## config.mk

```make
export PLATFORM = sky130hd
export DESIGN_NAME = multiple_arbiter
export DESIGN_NICKNAME = d
export VERILOG_FILES = /design/src/rtl/multiple_arbiter.sv
export SDC_FILE = /design/constraint.sdc
export NUM_CORES = 1
export LEC_CHECK = 0
export BUFFER_PORTS_ARGS = -buffer_cell sky130_fd_sc_hd__buf_4
export CORE_UTILIZATION = 35
export CTS_CLUSTER_SIZE = 16
export DETAILED_ROUTE_END_ITERATION = 16
export SYNTH_ARGS = -nofsm -noshare
export SYNTH_HDL_FRONTEND = slang
export SYNTH_SLANG_ARGS = --single-unit
```

## constraint.sdc

```tcl
create_clock -name iClk -period 3 [get_ports iClk]
set_clock_uncertainty 0.15 [all_clocks]
set_input_delay 0.15 -clock iClk [delete_from_list [all_inputs] [get_ports iClk]]
set_output_delay 0.15 -clock iClk [all_outputs]
set_load 0.1 [all_outputs]
```

## src/rtl/multiple_arbiter.sv

```systemverilog
// Two-requester round-robin front end that runs one operation at a time on a peripheral.
// Optional poll timeout is enabled with `define MULTIPLE_ARBITER_TIMEOUT_EN.
module multiple_arbiter #(
    parameter int TIMEOUT = 1024
) (
    input  logic         iClk,
    input  logic         iReset,
    input  logic         iReq0,
    input  logic         iReq1,
    input  logic [127:0] iOpnd0,
    input  logic [127:0] iOpnd1,
    input  logic [3:0]   iCtrl0,
    input  logic [3:0]   iCtrl1,
    output logic         oGnt0,
    output logic         oGnt1,
    output logic         oDone0,
    output logic         oDone1,
    output logic [31:0]  oResult,
    output logic         oErr,
    output logic         oChipSelect_n,
    output logic         oWrite_n,
    output logic         oRead_n,
    output logic [3:0]   oAddress,
    output logic [31:0]  oData,
    input  logic [31:0]  iData
);

    typedef enum logic [3:0] {
        IDLE, WR_A, WR_B, WR_C, WR_D, WR_CTRL, POLL_RD, POLL_CHK,
        RES_RD, RES_CAP, WR_CLR, DONE
    } state_t;

    state_t        state, state_next;
    logic [127:0]  opnd;
    logic [3:0]    ctrl;
    logic          owner;
    logic          last_owner;
    logic          req_any;
    logic          win_id;
    logic          timed_out;

    // On a tie the requester that was not served last wins.
    assign req_any = iReq0 | iReq1;
    assign win_id  = (iReq0 && iReq1) ? ~last_owner : iReq1;

`ifdef MULTIPLE_ARBITER_TIMEOUT_EN
    logic [31:0] poll_cnt;
    logic        poll_miss;

    assign poll_miss = (state == POLL_CHK) && !iData[0];
    assign timed_out = poll_miss && (poll_cnt == '0);

    always_ff @(posedge iClk) begin
        if (iReset) begin
            poll_cnt <= '0;
        end else if (state == WR_CTRL) begin
            poll_cnt <= 32'(TIMEOUT - 1);
        end else if (poll_miss && (poll_cnt != '0)) begin
            poll_cnt <= poll_cnt - 32'd1;
        end
    end
`else
    logic unused_timeout;

    assign unused_timeout = (TIMEOUT > 0);
    assign timed_out      = 1'b0;
`endif

    always_ff @(posedge iClk) begin
        if (iReset) begin
            state      <= IDLE;
            opnd       <= '0;
            ctrl       <= '0;
            owner      <= 1'b0;
            last_owner <= 1'b1;
            oResult    <= '0;
            oErr       <= 1'b0;
        end else begin
            state <= state_next;
            if (state == IDLE && req_any) begin
                opnd       <= win_id ? iOpnd1 : iOpnd0;
                ctrl       <= win_id ? iCtrl1 : iCtrl0;
                owner      <= win_id;
                last_owner <= win_id;
            end
            if (state == RES_CAP) begin
                oResult <= iData;
                oErr    <= 1'b0;
            end else if (timed_out) begin
                oResult <= '0;
                oErr    <= 1'b1;
            end
        end
    end

    always_comb begin
        state_next = state;
        case (state)
            IDLE:     if (req_any) state_next = WR_A;
            WR_A:     state_next = WR_B;
            WR_B:     state_next = WR_C;
            WR_C:     state_next = WR_D;
            WR_D:     state_next = WR_CTRL;
            WR_CTRL:  state_next = POLL_RD;
            POLL_RD:  state_next = POLL_CHK;
            POLL_CHK: begin
                if (iData[0])       state_next = RES_RD;
                else if (timed_out) state_next = WR_CLR;
                else                state_next = POLL_RD;
            end
            RES_RD:   state_next = RES_CAP;
            RES_CAP:  state_next = WR_CLR;
            WR_CLR:   state_next = DONE;
            DONE:     state_next = IDLE;
            default:  state_next = IDLE;
        endcase
    end

    // Strobes, bus and pulses are decoded from state; reset forces them inactive.
    always_comb begin
        oChipSelect_n = 1'b1;
        oWrite_n      = 1'b1;
        oRead_n       = 1'b1;
        oAddress      = '0;
        oData         = '0;
        oGnt0         = 1'b0;
        oGnt1         = 1'b0;
        oDone0        = 1'b0;
        oDone1        = 1'b0;
        if (!iReset) begin
            case (state)
                IDLE: begin
                    oGnt0 = req_any && !win_id;
                    oGnt1 = req_any && win_id;
                end
                WR_A, WR_B, WR_C, WR_D: begin
                    oChipSelect_n = 1'b0;
                    oWrite_n      = 1'b0;
                    case (state)
                        WR_A:    begin oAddress = 4'd0; oData = opnd[31:0];   end
                        WR_B:    begin oAddress = 4'd1; oData = opnd[63:32];  end
                        WR_C:    begin oAddress = 4'd2; oData = opnd[95:64];  end
                        default: begin oAddress = 4'd3; oData = opnd[127:96]; end
                    endcase
                end
                WR_CTRL: begin
                    oChipSelect_n = 1'b0;
                    oWrite_n      = 1'b0;
                    oAddress      = 4'd4;
                    oData         = {28'b0, ctrl};
                end
                POLL_RD: begin
                    oChipSelect_n = 1'b0;
                    oRead_n       = 1'b0;
                    oAddress      = 4'd6;
                end
                RES_RD: begin
                    oChipSelect_n = 1'b0;
                    oRead_n       = 1'b0;
                    oAddress      = 4'd5;
                end
                WR_CLR: begin
                    oChipSelect_n = 1'b0;
                    oWrite_n      = 1'b0;
                    oAddress      = 4'd4;
                end
                DONE: begin
                    oDone0 = !owner;
                    oDone1 = owner;
                end
                default: ;
            endcase
        end
    end

endmodule

```

==> out/qor.yml, run 1 <==
postSynthCellCount: 977
crit_chain: "buf_4 > nor4b_4 > buf_6 > a22oi_1 > a31oi_2 > buf_4"
cap_violations: 0
finalHoldViolCount: 0
hold_class: "in -> reg"
synth_edf_count: 0
fmax_mhz: 355
cpLargestDelayFamily: "buffers and inverters"
status: "finished clean"
die_area_um2: 24000
finalPower_mw: 6.62
drtPass1Iterations: 5
setup_viol: 0
final_core_util_pct: 60.7
grt.overflow.total: 0
path_max_fanout: 31
min_period_ns: 2.81
cp-end-kind: "output pin"
final_area_um2: 13800
postRouteAntennaNets: 0
synth_top_flop_cell: "dfxtp_1"
portBuffers: 373
fp.dieW_um: 155
dp_hpwl_um: 23300
path_clk_slew_ns: 0.07
final_layout_size_suffix_gt1_share_pct: 32.8
vias_per_cell: 5.48
cp_num_buf_inv: 3
num_rows: 55
netlist_area_um2: 8190
cts_tree: "yes"
clock-sinks: 170
clock_path_buffers: 2
die_h_um: 155
drt-initial-drc-count: 778
ir_drop_mv: 0.414
cp-start-kind: "register"
htree_num_levels: 4
drcViolationCount: 0
layout_commonest_cell: "buf_4"
leakagePower_nw: 5.90
grt_max_degree: 115
tightestPinTransition_ns: 0.848
grtUsageTotal_pct: 28.2
synth_warnings: 0
antenna_found_initial: 2
layout_common_cells: "buf_4 (392), dlygate4sd3_1 (171), dfxtp_1 (170)"
crit_type: "reg -> out"
grt_pass1_wl_um: 52400
nets: 1751
powerDensity_nw_per_um2: 479
vias: 9757
rsz0062_at_grt: "false"
numCtsBuffers: 17
synth.avg_cell_area_um2: 8.38
ios: 376
worst_slack_ns: 0.187
root_buffer: "clkbuf_16"
critPathMaxStageDelay_ns: 0.42
crit_required_ns: 2.70
coreArea_um2: 22800
cp_slowest_cell: "dfxtp_1"
place_ws_ns: 0.600
placed_area_um2: 11500
post-route-period-util_pct: 93.8
whs_ns: 0.00995
area_growth_pct: 68.7
cp.arrival_ns: 2.51
async_flop_share_pct: 0
ys_seq_area_share_pct: 41.6
worstSkewPairLatency_ns: 0.43
ys_ff_latch: 170
grt_pass1_vias: 9161
wl_per_cell_um: 19.6
drv_slew: 0
drt-total-wl_um: 34800
relSlewSlack_pct: 43.5
start_util_pct: 36.0
yosys.cell_types.count: 40
cp_common_cell: "buf_4"
gp_congestion: 0.876
## report_power, final
group / switching (mW) / total, mW / internal (mW)
clock network: 1.03 / 2.24 / 1.21
logic: 0.961 / 1.74 / 0.775
registers: 0.175 / 2.64 / 2.47
## worst min-delay path, cell delays in order
cell	delay [ns]
buf_4	0.08
o32ai_1	0.08
a211oi_1	0.22
## synth_stat cells (all sizes together) (2+ instances only)
cell type / number / area share, %
nand2: 100 / 4.6
nor4: 118 / 9.4
or2: 2 / 0.15
a21o: 4 / 0.37
a21oi: 57 / 3.5
or3: 2 / 0.15
nor4b: 4 / 0.58
nor2b: 8 / 0.61
and3: 2 / 0.15
o311a: 2 / 0.24
nor2: 4 / 0.18
dfxtp: 170 / 42
inv: 117 / 5.4
buf: 22 / 1.5
clkbuf: 95 / 4.4
a221o: 118 / 14
a211oi: 19 / 1.7
nand2b: 3 / 0.23
nor3: 3 / 0.18
o21ai: 31 / 1.9
o32ai: 19 / 2.0
a22oi: 28 / 2.6
mux2i: 5 / 0.61
nor4bb: 2 / 0.24
a31oi: 28 / 2.1
nand3b: 4 / 0.37
o211ai: 2 / 0.18
## metrics by stage
stage,cells,TNS (ns)
global placement,1574,0
finish,1779,0
detailed placement,1574,0
CTS,1776,0
global route,1779,0
floorplan,978,-0.184
## routing by layer
layer  routed length (µm)  global-route usage, %  up-vias  part of all wire (%)
li1                     -                      -     4644                     -
met1                15600                   38.6     4566                    45
met2                15800                   44.0      478                    45
met3                 2390                   4.71       69                   6.9
met4                 1040                   11.4        0                   3.0
met5                    0                      0        -                     0
## worst paths after layout
check,startpoint,endpoint,slack (ns),depth (start not counted)
max,state[1],oData[26],0.19,6
min,iOpnd0[125],opnd[125],0.01,3
max reg2reg,last_owner,opnd[123],0.54,5
min reg2reg,oResult[26],oResult[26],0.30,2
## logic make-up (layout without fill, tap and decap cells)
family	Yosys count	after routing	synth area share, %
other	1	4	0.0458
multiplexers	5	5	0.611
buffers and inverters	234	720	11.2
AND/OR/NAND/NOR	257	257	17.3
flip-flops	170	170	41.6
AO/OA/AOI/OAI	310	310	29.3
## area by class of cell
type | count | area (µm²)
diodes | 2 | 5.00
clock buffers | 19 | 443
clock inverters | 13 | 144
fillers | 1988 | 8960
inverters | 117 | 439
multi-input cells | 574 | 4200
flip-flops and latches | 170 | 3400
well taps | 313 | 392
repair buffers | 571 | 4790
## timing repair
| action | CTS | global route |
|---|---|---|
| endpoints found under the setup margin | 0 | 12 |
| setup buffers | 0 | 0 |
| endpoints found under the hold margin | 167 | 1 |
| hold buffers | 170 | 1 |
| gates resized for setup | 0 | 2 |
## flip-flops by register name (all words and copies together), names as in the netlist
register    cells
state           4
last_owner      1
opnd          128
ctrl            4
owner           1
oResult        32
(Power assumes the default switching activity.)
==> run 2: changes to the inputs <==
CORE_MARGIN = 2   (was unset)
MAX_ROUTING_LAYER = met4   (was unset)
==> run 2 against run 1 <==
  * Via count is 0.82% lower
  * Critical path depth grew 1
  * Global-route usage increased by 0.21 points
  * Clock power decreased by 4%
  * Core utilization up 0.57 points
  * Worst hold slack worse by 0.0037 ns
  * Combinational power hardly changed
  * Largest cell class unchanged
==> out/qor.yml, run 2 (same netlist as run 1, synthesis figures left out) <==
powerDensity_nw_per_um2: 467  # -2.4%
drcViolationCount: 0  # unchanged
fin_setup_tns_ns: 0  # unchanged
seq_area_um2: 3400  # about the same
path_max_fanout: 28  # -9.7%
numCtsBuffers: 17  # unchanged
post-route-period-util_pct: 96.2  # +2.5 points
num_rows: 55  # unchanged
worstSkewPairLatency_ns: 0.42  # about the same
die_area_um2: 24600  # +2.6%
crit_type: "reg -> out"
path_clk_slew_ns: 0.07  # about the same
area_growth_pct: 70.3
place_ws_ns: 0.414  # -0.186 ns
reg2reg_depth: 6  # +1
drv_slew: 0  # unchanged
start_util_pct: 36.0  # unchanged
tightestPinTransition_ns: 0.970  # +0.122 ns
relSlewSlack_pct: 35.3  # -8.1 points
cap_violations: 0  # unchanged
clock_path_buffers: 2  # unchanged
reg.largest.list: "opnd x128, oResult x32"
dp_hpwl_um: 23400  # +0.36%
fp.dieW_um: 157  # +1.3%
min_period_ns: 2.89  # +0.0738 ns
ios: 376  # unchanged
die_h_um: 157  # +1.3%
largest_reg_flops: 128  # unchanged
multi_input_area_um2: 4210  # about the same
cp.arrival_ns: 2.59  # +0.08 ns
setup_viol: 0  # unchanged
layout_commonest_cell: "buf_4"
regMostFlops: "opnd"
final_core_util_pct: 61.2  # +0.57 points
grt_pass1_vias: 9332  # +1.9%
cts_tree: "yes"
fmax_mhz: 346  # -2.6%
fillCellCount: 1971  # -0.86%
leakagePower_nw: 5.99  # +1.6%
antenna_found_initial: 2  # unchanged
worst_slack_ns: 0.113  # -0.0738 ns
gp_congestion: 0.930  # +6.1%
vias_per_cell: 5.40  # -1.5%
final_layout_size_suffix_gt1_share_pct: 32.5  # -0.29 points
vias: 9677  # -0.82%
rsz0062_at_grt: "false"
drt-total-wl_um: 35500  # +1.8%
reg2reg_setup_slack_ns: 0.35  # -0.19 ns
grt_max_degree: 119  # +3.5%
postRouteAntennaNets: 0  # unchanged
root_buffer: "clkbuf_16"
holdPathStages: 3  # unchanged
grtUsageTotal_pct: 28.4  # +0.21 points
crit_required_ns: 2.70  # about the same
coreArea_um2: 22800  # unchanged
drt-initial-drc-count: 808  # +3.9%
whs_ns: 0.00625  # -0.00370 ns
ir_drop_mv: 0.305  # -26%
htree_num_levels: 4  # unchanged
postCtsSetupBuffers: 0  # unchanged
grt.overflow.total: 0  # unchanged
drtPass1Iterations: 6  # +1
nets: 1764  # +0.74%
cp-start-kind: "register"
grt_pass1_wl_um: 52600  # +0.34%
clock-sinks: 170  # unchanged
hold_class: "in -> reg"
wl_per_cell_um: 19.8  # +1.1%
finalHoldViolCount: 0  # unchanged
layout_common_cells: "buf_4 (391), dlygate4sd3_1 (185), dfxtp_1 (169)"
portBuffers: 373  # unchanged
finalPower_mw: 6.52  # -1.5%
cp-end-kind: "output pin"
status: "finished clean"
## run 2: layout make-up
class	count	share of cell area [%]
clock buffers	20	3.27
clock inverters	12	0.763
repair buffers	584	35.4
well taps	313	2.81
multi-input cells	574	30.2
diodes	2	0.0359
flip-flops and latches	170	24.4
inverters	117	3.15
## run 2: worst paths after layout
| kind | end | start |
|---|---|---|
| worst min register to register | oResult[3] | oResult[3] |
| worst max-delay path | oData[18] | state[1] |
| worst max register to register | oResult[14] | state[3] |
| worst min-delay path | opnd[116] | iOpnd0[116] |
## run 2: critical path: stages (launching register included)
cell and delay, ns:
dfxtp_1 0.37, buf_4 0.21, buf_4 0.18, nor4b_4 0.26, buf_4 0.39, a22oi_1 0.18
a31oi_2 0.24, buf_4 0.32
## run 2: routing by layer
layer | track usage [%] | wire length (µm)
met1 | 37.5 | 15600
met2 | 44.7 | 16700
met3 | 4.41 | 2220
met4 | 9.13 | 948
met5 | - | 0
## run 2: through the flow
step	cells	cell area [µm²]
after floorplan	978	8450
after global placement	1573	11500
after detailed placement	1573	11500
after CTS	1790	13900
after global routing	1792	13900
final	1792	13900
## run 2: where the power goes
part,leakage (nW),internal (mW),switching (mW),total (mW)
Sequential,1.40,2.47,0.170,2.64
Combinational,4.33,0.777,0.966,1.74
Clock,0.268,1.13,1.00,2.14
## run 2: what timing repair did
| action | in CTS | in global routing |
|---|---|---|
| hold buffers | 185 | 0 |
| pin swaps | 0 | 0 |
| hold endpoints to repair | 165 | 0 |
| setup endpoints to repair | 13 | 8 |
| resized for setup | 1 | 1 |
| cloned | 0 | 0 |
